--- src/rtl/ps2_mouse_rx.sv ---
// Receive-only PS/2 mouse front end: filters the PS/2 clock, deserialises 11-bit frames,
// checks framing/parity and assembles 3-byte stream packets into sign/magnitude movement.
module ps2_mouse_rx #(
    parameter int unsigned FILTER_LEN = 8,
    parameter int unsigned TIMEOUT    = 100000
) (
    input  logic       clk_50MHz,
    input  logic       vga_reset,
    input  logic       ps2_clk,
    input  logic       ps2_data,
    output logic [7:0] mouse_x,
    output logic [7:0] mouse_y,
    output logic       mouse_x_sign,
    output logic       mouse_y_sign,
    output logic       mouse_l_click,
    output logic       mouse_r_click,
    output logic       mouse_valid,
    output logic       frame_err
);

    localparam int unsigned FW = $clog2(FILTER_LEN + 1);
    localparam int unsigned WW = $clog2(TIMEOUT + 1);

    typedef enum logic [1:0] {S_IDLE, S_DATA, S_PARITY, S_STOP} state_t;

    logic [1:0]    clk_sync_q, dat_sync_q;
    logic          clk_filt_q;
    logic [FW-1:0] filt_cnt_q;
    state_t        state_q;
    logic [2:0]    bit_cnt_q;
    logic [7:0]    shift_q;
    logic [1:0]    pkt_idx_q;
    logic [7:0]    byte0_q, byte1_q;
    logic [WW-1:0] wd_q;
    logic [7:0]    x_q, y_q;
    logic          xs_q, ys_q, l_q, r_q, valid_q, err_q;

    logic          clk_s_c, dat_s_c, filt_done_c, strobe_c, busy_c, timeout_c;
    logic [8:0]    dx_c, dy_c;
    logic [7:0]    x_d, y_d;

    // Sign/magnitude with saturation; the overflow flag pins the magnitude at full scale.
    function automatic logic [7:0] sat_mag(input logic [8:0] d, input logic ovf);
        logic [8:0] m;
        m = d[8] ? 9'(-d) : d;
        return (ovf || m[8]) ? 8'hFF : m[7:0];
    endfunction

    always_comb begin
        clk_s_c     = clk_sync_q[1];
        dat_s_c     = dat_sync_q[1];
        filt_done_c = (clk_s_c != clk_filt_q) && (filt_cnt_q == FW'(FILTER_LEN - 1));
        strobe_c    = filt_done_c && clk_filt_q;
        busy_c      = (state_q != S_IDLE) || (pkt_idx_q != 2'd0);
        timeout_c   = !strobe_c && busy_c && (wd_q == WW'(TIMEOUT - 1));
        dx_c        = {byte0_q[4], byte1_q};
        dy_c        = {byte0_q[5], shift_q};
        x_d         = sat_mag(dx_c, byte0_q[6]);
        y_d         = sat_mag(dy_c, byte0_q[7]);
    end

    always_ff @(posedge clk_50MHz or negedge vga_reset) begin
        if (!vga_reset) begin
            clk_sync_q <= 2'b11;
            dat_sync_q <= 2'b11;
            clk_filt_q <= 1'b1;
            filt_cnt_q <= '0;
            state_q    <= S_IDLE;
            bit_cnt_q  <= '0;
            shift_q    <= '0;
            pkt_idx_q  <= '0;
            byte0_q    <= '0;
            byte1_q    <= '0;
            wd_q       <= '0;
            x_q        <= '0;
            y_q        <= '0;
            xs_q       <= 1'b0;
            ys_q       <= 1'b0;
            l_q        <= 1'b0;
            r_q        <= 1'b0;
            valid_q    <= 1'b0;
            err_q      <= 1'b0;
        end else begin
            clk_sync_q <= {clk_sync_q[0], ps2_clk};
            dat_sync_q <= {dat_sync_q[0], ps2_data};
            valid_q    <= 1'b0;
            err_q      <= 1'b0;

            // Glitch filter: a new level must persist FILTER_LEN samples before it is taken.
            if (clk_s_c == clk_filt_q) begin
                filt_cnt_q <= '0;
            end else if (filt_done_c) begin
                clk_filt_q <= clk_s_c;
                filt_cnt_q <= '0;
            end else begin
                filt_cnt_q <= filt_cnt_q + FW'(1);
            end

            if (strobe_c) begin
                wd_q <= '0;
                unique case (state_q)
                    S_IDLE: begin
                        if (!dat_s_c) begin
                            state_q   <= S_DATA;
                            bit_cnt_q <= '0;
                        end
                    end
                    S_DATA: begin
                        shift_q   <= {dat_s_c, shift_q[7:1]};
                        bit_cnt_q <= bit_cnt_q + 3'd1;
                        if (bit_cnt_q == 3'd7) state_q <= S_PARITY;
                    end
                    S_PARITY: begin
                        if (^{dat_s_c, shift_q}) begin
                            state_q <= S_STOP;
                        end else begin
                            state_q   <= S_IDLE;
                            pkt_idx_q <= '0;
                            err_q     <= 1'b1;
                        end
                    end
                    S_STOP: begin
                        state_q <= S_IDLE;
                        if (!dat_s_c) begin
                            pkt_idx_q <= '0;
                            err_q     <= 1'b1;
                        end else begin
                            unique case (pkt_idx_q)
                                2'd0: begin
                                    if (shift_q[3]) begin
                                        byte0_q   <= shift_q;
                                        pkt_idx_q <= 2'd1;
                                    end else begin
                                        err_q <= 1'b1;
                                    end
                                end
                                2'd1: begin
                                    byte1_q   <= shift_q;
                                    pkt_idx_q <= 2'd2;
                                end
                                default: begin
                                    pkt_idx_q <= '0;
                                    x_q       <= x_d;
                                    y_q       <= y_d;
                                    xs_q      <= dx_c[8];
                                    ys_q      <= dy_c[8];
                                    l_q       <= byte0_q[0];
                                    r_q       <= byte0_q[1];
                                    valid_q   <= 1'b1;
                                end
                            endcase
                        end
                    end
                    default: state_q <= S_IDLE;
                endcase
            end else if (timeout_c) begin
                state_q   <= S_IDLE;
                pkt_idx_q <= '0;
                err_q     <= 1'b1;
                wd_q      <= '0;
            end else if (busy_c) begin
                wd_q <= wd_q + WW'(1);
            end else begin
                wd_q <= '0;
            end
        end
    end

    assign mouse_x       = x_q;
    assign mouse_y       = y_q;
    assign mouse_x_sign  = xs_q;
    assign mouse_y_sign  = ys_q;
    assign mouse_l_click = l_q;
    assign mouse_r_click = r_q;
    assign mouse_valid   = valid_q;
    assign frame_err     = err_q;

endmodule

--- config.mk ---
export PLATFORM = sky130hd
export DESIGN_NAME = ps2_mouse_rx
export DESIGN_NICKNAME = d
export VERILOG_FILES = /design/src/rtl/ps2_mouse_rx.sv
export SDC_FILE = /design/constraint.sdc
export NUM_CORES = 1
export LEC_CHECK = 0
export CAP_MARGIN = 20
export CORE_ASPECT_RATIO = 2
export CORE_UTILIZATION = 58
export CTS_CLUSTER_DIAMETER = 100
export DETAILED_ROUTE_END_ITERATION = 10
export GPL_TIMING_DRIVEN = 0
export MAX_ROUTING_LAYER = met4
export PLACE_DENSITY_LB_ADDON = 0.15
export SETUP_SLACK_MARGIN = 0.05
export SLEW_MARGIN = 40
export SYNTH_ARGS = -nofsm -noshare
export SYNTH_HDL_FRONTEND = slang
export SYNTH_SLANG_ARGS = --single-unit
--- constraint.sdc ---
create_clock -name clk_50MHz -period 2.53 [get_ports clk_50MHz]
set_clock_uncertainty 0.05 [all_clocks]
set_input_delay 0.506 -clock clk_50MHz [delete_from_list [all_inputs] [get_ports clk_50MHz]]
set_output_delay 0.506 -clock clk_50MHz [all_outputs]
set_load 0.03 [all_outputs]
==> results of run 1 <==
-- final cells by class --
| type | instances | area, um^2 |
|---|---|---|
| flip-flops and latches | 77 | 1930 |
| fillers | 455 | 1680 |
| multi-input cells | 218 | 1570 |
| repair buffers | 27 | 289 |
| clock buffers | 10 | 239 |
| clock inverters | 6 | 110 |
| well taps | 63 | 78.8 |
| inverters | 15 | 56.3 |
| plain buffers | 10 | 48.8 |
-- metrics by stage --
stage	hold WS, ns	util [%]	power [uW]	worst slack (ns)	TNS [ns]
finish	0.305	72.0	2870	0.282	0
global route	0.311	72.0	2960	0.110	0
CTS	0.305	72.0	2900	0.139	0
detailed placement	0.297	66.0	1420	0.202	0
global placement	0.296	65.5	1410	-1.65	-122.71
floorplan	0.160	-	1370	0.567	0
-- cells by family (layout without fill, tap and decap cells) --
group,Yosys count,after routing,share of synthesized area (%)
buf+inv,25,68,2.92
mux,29,29,8.68
flops,77,77,53.6
fa+ha+maj,9,9,3.12
simple gates,112,112,17.2
xor+xnor,30,30,7.67
compound gates,38,38,6.77
-- final timing paths --
kind / start / endpoint / slack [ns] / cells after the start
worst max-delay path: wd_q[0] / wd_q[9] / 0.28 / 7
worst min-delay path: dat_sync_q[0] / dat_sync_q[1] / 0.30 / 0
worst max register to register: wd_q[0] / wd_q[9] / 0.28 / 7
worst min register to register: dat_sync_q[0] / dat_sync_q[1] / 0.30 / 0
max in group asynchronous: vga_reset / wd_q[13] / 1.37 / 3
min in group asynchronous: vga_reset / mouse_x[4] / 0.55 / 2
-- power breakdown --
part	switching [uW]	internal, uW
Combinational	59.2	41.7
Sequential	29.0	1270
Clock	485	987
-- per-layer routing --
metal | up-vias | GRT usage, % | routed length [um]
met5 | - | - | 0
met4 | 0 | 12.1 | 227
met3 | 18 | 5.22 | 198
met2 | 59 | 43.7 | 3950
met1 | 1230 | 23.5 | 2480
li1 | 1204 | - | -
-- registers in the layout (all words and copies together), names as in the netlist --
name	cells
state_q	2
clk_filt_q	1
mouse_x_sign	1
mouse_l_click	1
shift_q	8
bit_cnt_q	3
mouse_r_click	1
mouse_y_sign	1
filt_cnt_q	4
mouse_valid	1
mouse_y	8
pkt_idx_q	2
frame_err	1
dat_sync_q	2
byte0_q	6
wd_q	17
mouse_x	8
clk_sync_q	2
byte1_q	8
-- cell usage in the layout, fill, tap and decap left out, types with 11 or more instances in the layout --
| cell | instances |
|---|---|
| inv_1 | 15 |
| nand2_1 | 17 |
| clkdlybuf4s50_1 | 24 |
| nor2_1 | 36 |
| xor2_1 | 11 |
| mux2i_1 | 11 |
| xnor2_1 | 18 |
| a21oi_1 | 11 |
| nand3_1 | 11 |
| mux2_2 | 18 |
| dfrtp_1 | 72 |
-- worst reg2reg max path, stage by stage (launching register included) --
cell and delay (ns):
dfrtp_1 0.38, ha_1 0.22, and4_1 0.21, clkbuf_1 0.28
nand4_1 0.36, nand3_2 0.29, buf_2 0.26, nor2_1 0.08
-- timing repair --
item,in CTS,in global routing
setup endpoints to repair,0,10
hold buffers,1,0
endpoints found under the hold margin,21,0
gates resized for setup,0,1
==> results_dict.tcl, run 1 <==
set metrics [dict create \
    grt_overflow_total 0 \
    cp_max_fo 10 \
    yosys.area.top_type_share_pct 50.0 \
    nNetsFinal 371 \
    status "complete, but fails checks" \
    area_growth_pct 20.0 \
    worstSetupStartpointType "flip-flop" \
    dpl_cell_area_mm2 0.00396 \
    synth_edf_count 0 \
    grt_pass1_wl_um 11500 \
    dp_hpwl_um 4940 \
    async_flop_share_pct 100 \
    post_cts_buffers 0 \
    synth-seq-area-share_pct 53.6 \
    synth_area_mm2 0.00360 \
    drc 4 \
    cts_sinks 77 \
    dieHeight_um 113 \
    synth_top_area_cell "dfrtp_1" \
    setup_violations 0 \
    synth_cell_types 43 \
    ys_seq_elements 77 \
    required_ns 2.70 \
    drt_iter0_markers 81 \
    violations "design-rule violations" \
    worstMarginPinSlew_ns 0.680 \
    hold_viol_final 0 \
    grt_usage_pct 24.2 \
    routabilityCongestion 0.773 \
    drv_cap 0 \
    wl_per_cell_um 16.1 \
    postSynthAreaPerCell_um2 11.3 \
    yosys-top-cells-count "dfrtp_1, nor2_1, mux2_2, xnor2_1, nand2_1" \
    synthMostInstantiatedCell "dfrtp_1" \
    fin_area_mm2 0.00433 \
    synth_area_leaders "dfrtp_1, mux2_2, xnor2_1, nor2_1, dfstp_2" \
    max_freq_mhz 445 \
    power_density_mw_per_mm2 664 \
    clkTransAtPathRegs_ns 0.06 \
    leakage_uw 0.00193 \
    synth_nets 333 \
    ant_nets 0 \
    cts_inserted_buffers 9 \
    worstPathCellList "ha_1 -> and4_1 -> clkbuf_1 -> nand4_1 -> nand3_2 -> buf_2 -> nor2_1" \
    rsz0062_at_grt "no" \
    slowest_stage "dfrtp_1" \
    layoutNonFillerInstCount 426 \
    fp.dieW_um 57.7 \
    viasPerCell 5.89 \
    slew_violations 0 \
    synth_ff_type "dfrtp_1" \
    dp_cells 409 \
    num_rows 40 \
    synth_cells 320 \
    grt_start_max_net_pins 52 \
    clk_latency_ns 0.33 \
    diodes 0 \
    ios 26 \
    antenna_found_initial 0 \
    cp_data_arrival_time_ns 2.42 \
    period_share_pct 88.9 \
    cpPeakStageDelay_ns 0.38 \
    root_buffer "clkbuf_16" \
    worstSetupPathType "flip-flop to flip-flop" \
    drt-pass1-iter-count 7 \
    dr_total_vias 2511 \
    die-area_mm2 0.00655 \
    layout-drive-gt1-share_pct 14.6 \
    portBuffers 25 \
    ys_warn_count 0 \
    cp_num_buf_inv 2 \
    cts_tree "yes" \
    cts.htree.levels 3 \
    hold_path_class "flip-flop to flip-flop" \
    ir_drop_mv 0.733 \
    max-slew-margin-rel_pct 54.4 \
    min_period_ns 2.25 \
    grt_pass1_vias 2506 \
    endpoint_kind "flip-flop" \
    start_util_pct 60.0 \
    wirelength_um 6860 \
    path_delay_family "simple AND/OR/NAND/NOR gates" \
    core_mm2 0.00601 \
    cts.path.max_buffers 2 \
]
Note: power is estimated with default switching activity, not from simulation.
==> run 2: changes to the inputs <==
--- a/config.mk
+++ b/config.mk
@@ -6,14 +6,13 @@
 export NUM_CORES = 1
 export LEC_CHECK = 0
 export CAP_MARGIN = 20
-export CORE_ASPECT_RATIO = 2
+export CORE_ASPECT_RATIO = 1.25
 export CORE_UTILIZATION = 58
 export CTS_CLUSTER_DIAMETER = 100
 export DETAILED_ROUTE_END_ITERATION = 10
 export GPL_TIMING_DRIVEN = 0
 export MAX_ROUTING_LAYER = met4
 export PLACE_DENSITY_LB_ADDON = 0.15
-export SETUP_SLACK_MARGIN = 0.05
 export SLEW_MARGIN = 40
 export SYNTH_ARGS = -nofsm -noshare
 export SYNTH_HDL_FRONTEND = slang
==> run 2 against run 1 <==
Non-clock buffer count unchanged. Highest routed layer unchanged. Global-route usage decreased by 2.1 points. First-iteration DRC count is 95% higher. The run now ends clean. Clock-buffer cell count rose by 1.
==> results_dict.tcl, run 2 (synthesized netlist as in run 1, its figures left out) <==
set metrics [dict create \
    portBuffers 25 \
    power_density_mw_per_mm2 576 \
    clk_latency_ns 0.35 \
    cts_resized 0 \
    grt_overflow_total 0 \
    ios 26 \
    root_buffer "clkbuf_8" \
    antenna_found_initial 0 \
    grt_usage_pct 22.1 \
    nNetsFinal 371 \
    setup_violations 0 \
    cts.htree.levels 3 \
    dieHeight_um 90.1 \
    grt_pass1_vias 2404 \
    die-area_mm2 0.00654 \
    layout_common_cells "dfrtp_1, nor2_1, clkdlybuf4s50_1" \
    drt_iter0_markers 158 \
    post_cts_buffers 0 \
    max-slew-margin-rel_pct 54.6 \
    hold_path_class "flip-flop to flip-flop" \
    cts_sinks 77 \
    num_rows 31 \
    largest_reg_flops 17 \
    wirelength_um 6190 \
    cp_max_fo 6 \
    drc 0 \
    drt-pass1-iter-count 4 \
    routabilityCongestion 0.862 \
    rsz0062_at_grt "no" \
    area_growth_pct 17.1 \
    grt_start_max_net_pins 51 \
    grt_pass1_wl_um 10800 \
    drv_cap 0 \
    period_share_pct 88.4 \
    layoutNonFillerInstCount 445 \
    min_period_ns 2.24 \
    diodes 0 \
    layout_commonest_cell "dfrtp_1" \
    cts_tree "yes" \
    ant_nets 0 \
    setup_tns_ns 0 \
    required_ns 2.74 \
    largest_register "wd_q" \
    cp_data_arrival_time_ns 2.44 \
    viasPerCell 5.43 \
    worstMarginPinSlew_ns 0.678 \
    ir_drop_mv 0.356 \
    status "complete, no violations" \
    holdWs_ns 0.306 \
    start_util_pct 61.1 \
    endpoint_kind "flip-flop" \
    cts.path.max_buffers 2 \
    cts_inserted_buffers 9 \
    layout-drive-gt1-share_pct 14.0 \
    dr_total_vias 2415 \
    dp_cells 428 \
    clkTransAtPathRegs_ns 0.08 \
    worstSetupPathType "flip-flop to flip-flop" \
    dp_hpwl_um 4430 \
    slew_violations 0 \
    leakage_uw 0.00188 \
    core_mm2 0.00590 \
    hold_viol_final 0 \
    max_freq_mhz 447 \
    worstSetupStartpointType "flip-flop" \
    fp.dieW_um 72.5 \
    wl_per_cell_um 13.9 \
]
==> run 2: per-stage QoR <==
stage | utilization [%] | instance area, um^2 | worst slack (ns) | power, uW
CTS | 71.6 | 4220 | 0.266 | 2450
global route | 71.6 | 4220 | 0.115 | 2520
floorplan | - | 3600 | 0.567 | 1370
global placement | 67.1 | 3960 | -1.67 | 1410
finish | 71.6 | 4220 | 0.293 | 2430
detailed placement | 67.6 | 3990 | 0.280 | 1420
==> run 2: worst paths after layout <==
path                            slack, ns  cells after the start     startpoint            end
worst max-delay path                 0.29                      6     shift_q[3]   pkt_idx_q[1]
worst min-delay path                 0.31                      0  clk_sync_q[0]  clk_sync_q[1]
worst max register to register       0.29                      6     shift_q[3]   pkt_idx_q[1]
worst min register to register       0.31                      0  clk_sync_q[0]  clk_sync_q[1]
max in group asynchronous            1.39                      3      vga_reset     state_q[1]
min in group asynchronous            0.53                      2      vga_reset     mouse_x[4]
==> run 2: metal layers <==
layer  vias to the layer above  global-route usage (%)  part of all wire (%)
met5                         -                       -                     0
met4                         0                    8.50                   1.4
met3                        10                    4.48                   2.7
met2                        41                    36.6                    52
met1                      1164                    26.1                    44
li1                       1200                       -                     -
==> run 2: power breakdown <==
part	leakage, uW	internal (uW)	switching [uW]
registers	0.00106	1270	28.1
logic	0.000707	41.2	57.6
clock network	0.000114	586	448
total	0.00188	1890	534
==> run 2: timing repair <==
action,in CTS,in global routing
hold buffers,1,0
endpoints found under the setup margin,0,0
endpoints found under the hold margin,22,0
==> run 2: cell type report <==
class | instances | area [um^2]
clock buffers | 11 | 141
inverters | 15 | 56.3
fillers | 440 | 1680
clock inverters | 5 | 82.6
plain buffers | 10 | 48.8
multi-input cells | 218 | 1570
flip-flops and latches | 77 | 1930
repair buffers | 27 | 289
well taps | 82 | 103
==> run 2: worst max-delay path: stages (launching register included) <==
cell,delay (ns)
dfrtp_1,0.49
inv_1,0.15
ha_1,0.30
xnor3_1,0.39
xnor2_1,0.16
or3_1,0.39
o211ai_1,0.21
==> run 3: changes to the inputs <==
--- a/config.mk
+++ b/config.mk
@@ -5,6 +5,7 @@
 export SDC_FILE = /design/constraint.sdc
 export NUM_CORES = 1
 export LEC_CHECK = 0
+export ABC_AREA = 1
 export CAP_MARGIN = 20
 export CORE_ASPECT_RATIO = 1.25
 export CORE_UTILIZATION = 58
==> run 3 against run 2 <==
Hold slack hardly changed. Synthesized cell count is 35% higher. Die area is 3.2% higher. Clock-buffer cell count is 5 higher. Sequential share of layout area is 0.96 points lower. Setup slack better by 0.29 ns. Final area is 2.1% higher. Largest power group unchanged. Via count is 20% higher. Synthesized area is 3.3% higher. First-iteration DRC count is 10% higher.
==> results_dict.tcl, run 3 <==
set metrics [dict create \
    dr_total_vias 2895 \
    layout_common_cells "nand2_1, dfrtp_1, inv_1" \
    worstSetupStartpointType "flip-flop" \
    ys_warn_count 0 \
    synth_nets 445 \
    dp_cells 543 \
    async_flop_share_pct 100 \
    diodes 0 \
    cpPeakStageDelay_ns 0.68 \
    post_cts_buffers 0 \
    hold_path_class "flip-flop to flip-flop" \
    num_rows 32 \
    routabilityCongestion 0.835 \
    rsz0062_at_grt "no" \
    synth_edf_count 0 \
    endpoint_kind "primary output" \
    dp_hpwl_um 5170 \
    synth_area_mm2 0.00372 \
    drv_cap 0 \
    dieHeight_um 91.6 \
    wl_per_cell_um 12.6 \
    fin_area_mm2 0.00431 \
    cp_num_buf_inv 1 \
    core_mm2 0.00617 \
    start_util_pct 60.4 \
    hold_viol_final 0 \
    synth_ff_type "dfrtp_1" \
    cts.htree.levels 3 \
    p_int_uw 1760 \
    cts_tree "yes" \
    cts_inserted_buffers 9 \
    grt_pass1_wl_um 12400 \
    dpl_cell_area_mm2 0.00411 \
    p_clk_share_pct 39.3 \
    min_period_ns 1.94 \
    largest_register "wd_q" \
    max-slew-margin-rel_pct 63.4 \
    synth_area_leaders "dfrtp_1, nand2_1, inv_1, nor2_1, o21ai_0" \
    slew_violations 0 \
    max_freq_mhz 515 \
    pwr-share-comb_pct 4.0 \
    status "complete, no violations" \
    grt_start_max_net_pins 51 \
    nNetsFinal 483 \
    drt_iter0_markers 174 \
    seqPwrFrac_pct 56.7 \
    worstPathCellList "clkdlybuf4s50_1" \
    drt-pass1-iter-count 4 \
    drc 0 \
    cp_max_fo 2 \
    ir_drop_mv 0.336 \
    synth_top_area_cell "dfrtp_1" \
    yosys.area.top_type_share_pct 48.4 \
    period_share_pct 76.8 \
    portBuffers 25 \
    swShare_pct 22.1 \
    cts.path.max_buffers 2 \
    slowest_stage "clkdlybuf4s50_1" \
    root_buffer "clkbuf_8" \
    yosys-top-cells-count "nand2_1, dfrtp_1, inv_1, nor2_1, o21ai_0" \
    cp_data_arrival_time_ns 1.39 \
    cts_sinks 77 \
    ys_seq_elements 77 \
    layout_commonest_cell "nand2_1" \
    wirelength_um 7080 \
    layoutNonFillerInstCount 560 \
    cts_hold_buf 1 \
    area_growth_pct 15.7 \
    p_switching_uw 498 \
    holdWs_ns 0.306 \
    largest_reg_flops 17 \
    synthMostInstantiatedCell "nand2_1" \
    setup_violations 0 \
    grt_pass1_vias 2848 \
    antenna_found_initial 0 \
    postSynthAreaPerCell_um2 8.62 \
    r2r_slack_ns 0.60 \
    layout-drive-gt1-share_pct 9.89 \
    grt_overflow_total 0 \
    clk_latency_ns 0.35 \
    required_ns 1.97 \
    die-area_mm2 0.00675 \
    fp.dieW_um 73.7 \
    path_delay_family "buffers and inverters" \
    grt_usage_pct 25.1 \
    cts_resized 0 \
    worstMarginPinSlew_ns 0.549 \
    ant_nets 0 \
    power_density_mw_per_mm2 524 \
    leakage_uw 0.00205 \
    synth_cells 432 \
    synth_cell_types 37 \
    synth-seq-area-share_pct 51.9 \
    viasPerCell 5.17 \
    worstSetupPathType "flip-flop to primary output" \
    ios 26 \
    clkTransAtPathRegs_ns 0.07 \
]
-- run 3: cell types whose count changed after synthesis, moves of 11 or more --
cell	previous run	this run
nand2_1	17	112
inv_1	15	54
o21ai_0	4	31
mux2_2	18	0
xnor2_1	18	3
mux2i_1	11	0
-- run 3: power by group through the flow --
stage / clock, uW / combinational [uW] / sequential (uW)
2_1_floorplan: 0 / 48.3 / 1300
3_3_place_gp: 0 / 81.8 / 1300
3_5_place_dp: 0 / 93.0 / 1300
4_1_cts: 909 / 94.7 / 1280
5_1_grt: 955 / 108 / 1280
6_report: 888 / 90.4 / 1280
-- run 3: final timing paths --
path	startpoint	cells past startpoint	endpoint
max reg2reg	filt_cnt_q[0]	9	mouse_x_sign
min in group asynchronous	vga_reset	2	filt_cnt_q[1]
min	clk_sync_q[0]	0	clk_sync_q[1]
max	mouse_y[2]	1	mouse_y[2]
max in group asynchronous	vga_reset	3	clk_sync_q[1]
min reg2reg	clk_sync_q[0]	0	clk_sync_q[1]
-- run 3: metrics by stage --
step	setup TNS (ns)	power (uW)	worst slack [ns]	utilization (%)
after floorplan	0	1350	0.892	-
after global placement	-125.61	1380	-1.69	66.2
after detailed placement	0	1400	0.593	66.7
after CTS	0	2280	0.567	69.9
after global routing	0	2350	0.376	69.9
final	0	2260	0.587	69.9
-- run 3: layout make-up --
cell class | instances | area (um^2)
flip-flops and latches | 77 | 1930
fillers | 513 | 1860
multi-input cells | 291 | 1530
repair buffers | 27 | 289
inverters | 57 | 215
clock buffers | 16 | 190
well taps | 85 | 106
plain buffers | 7 | 42.5
-- run 3: metal layers --
layer | up-vias | global-route usage (%) | routed length (um)
met4 | 0 | 8.49 | 114
met1 | 1368 | 32.2 | 3320
met2 | 54 | 38.6 | 3350
li1 | 1461 | - | -
met3 | 12 | 6.33 | 287
met5 | - | - | 0
-- run 3: logic make-up (layout without fill, tap and decap cells) --
kind of cell    count (synthesis)  after routing  synth area share, %
fa+ha+maj                       9              9                 3.02
flops                          77             77                 51.9
compound gates                 74             74                 12.0
xor+xnor                       14             14                 3.29
buf+inv                        64            107                 6.92
simple gates                  194            194                 22.9
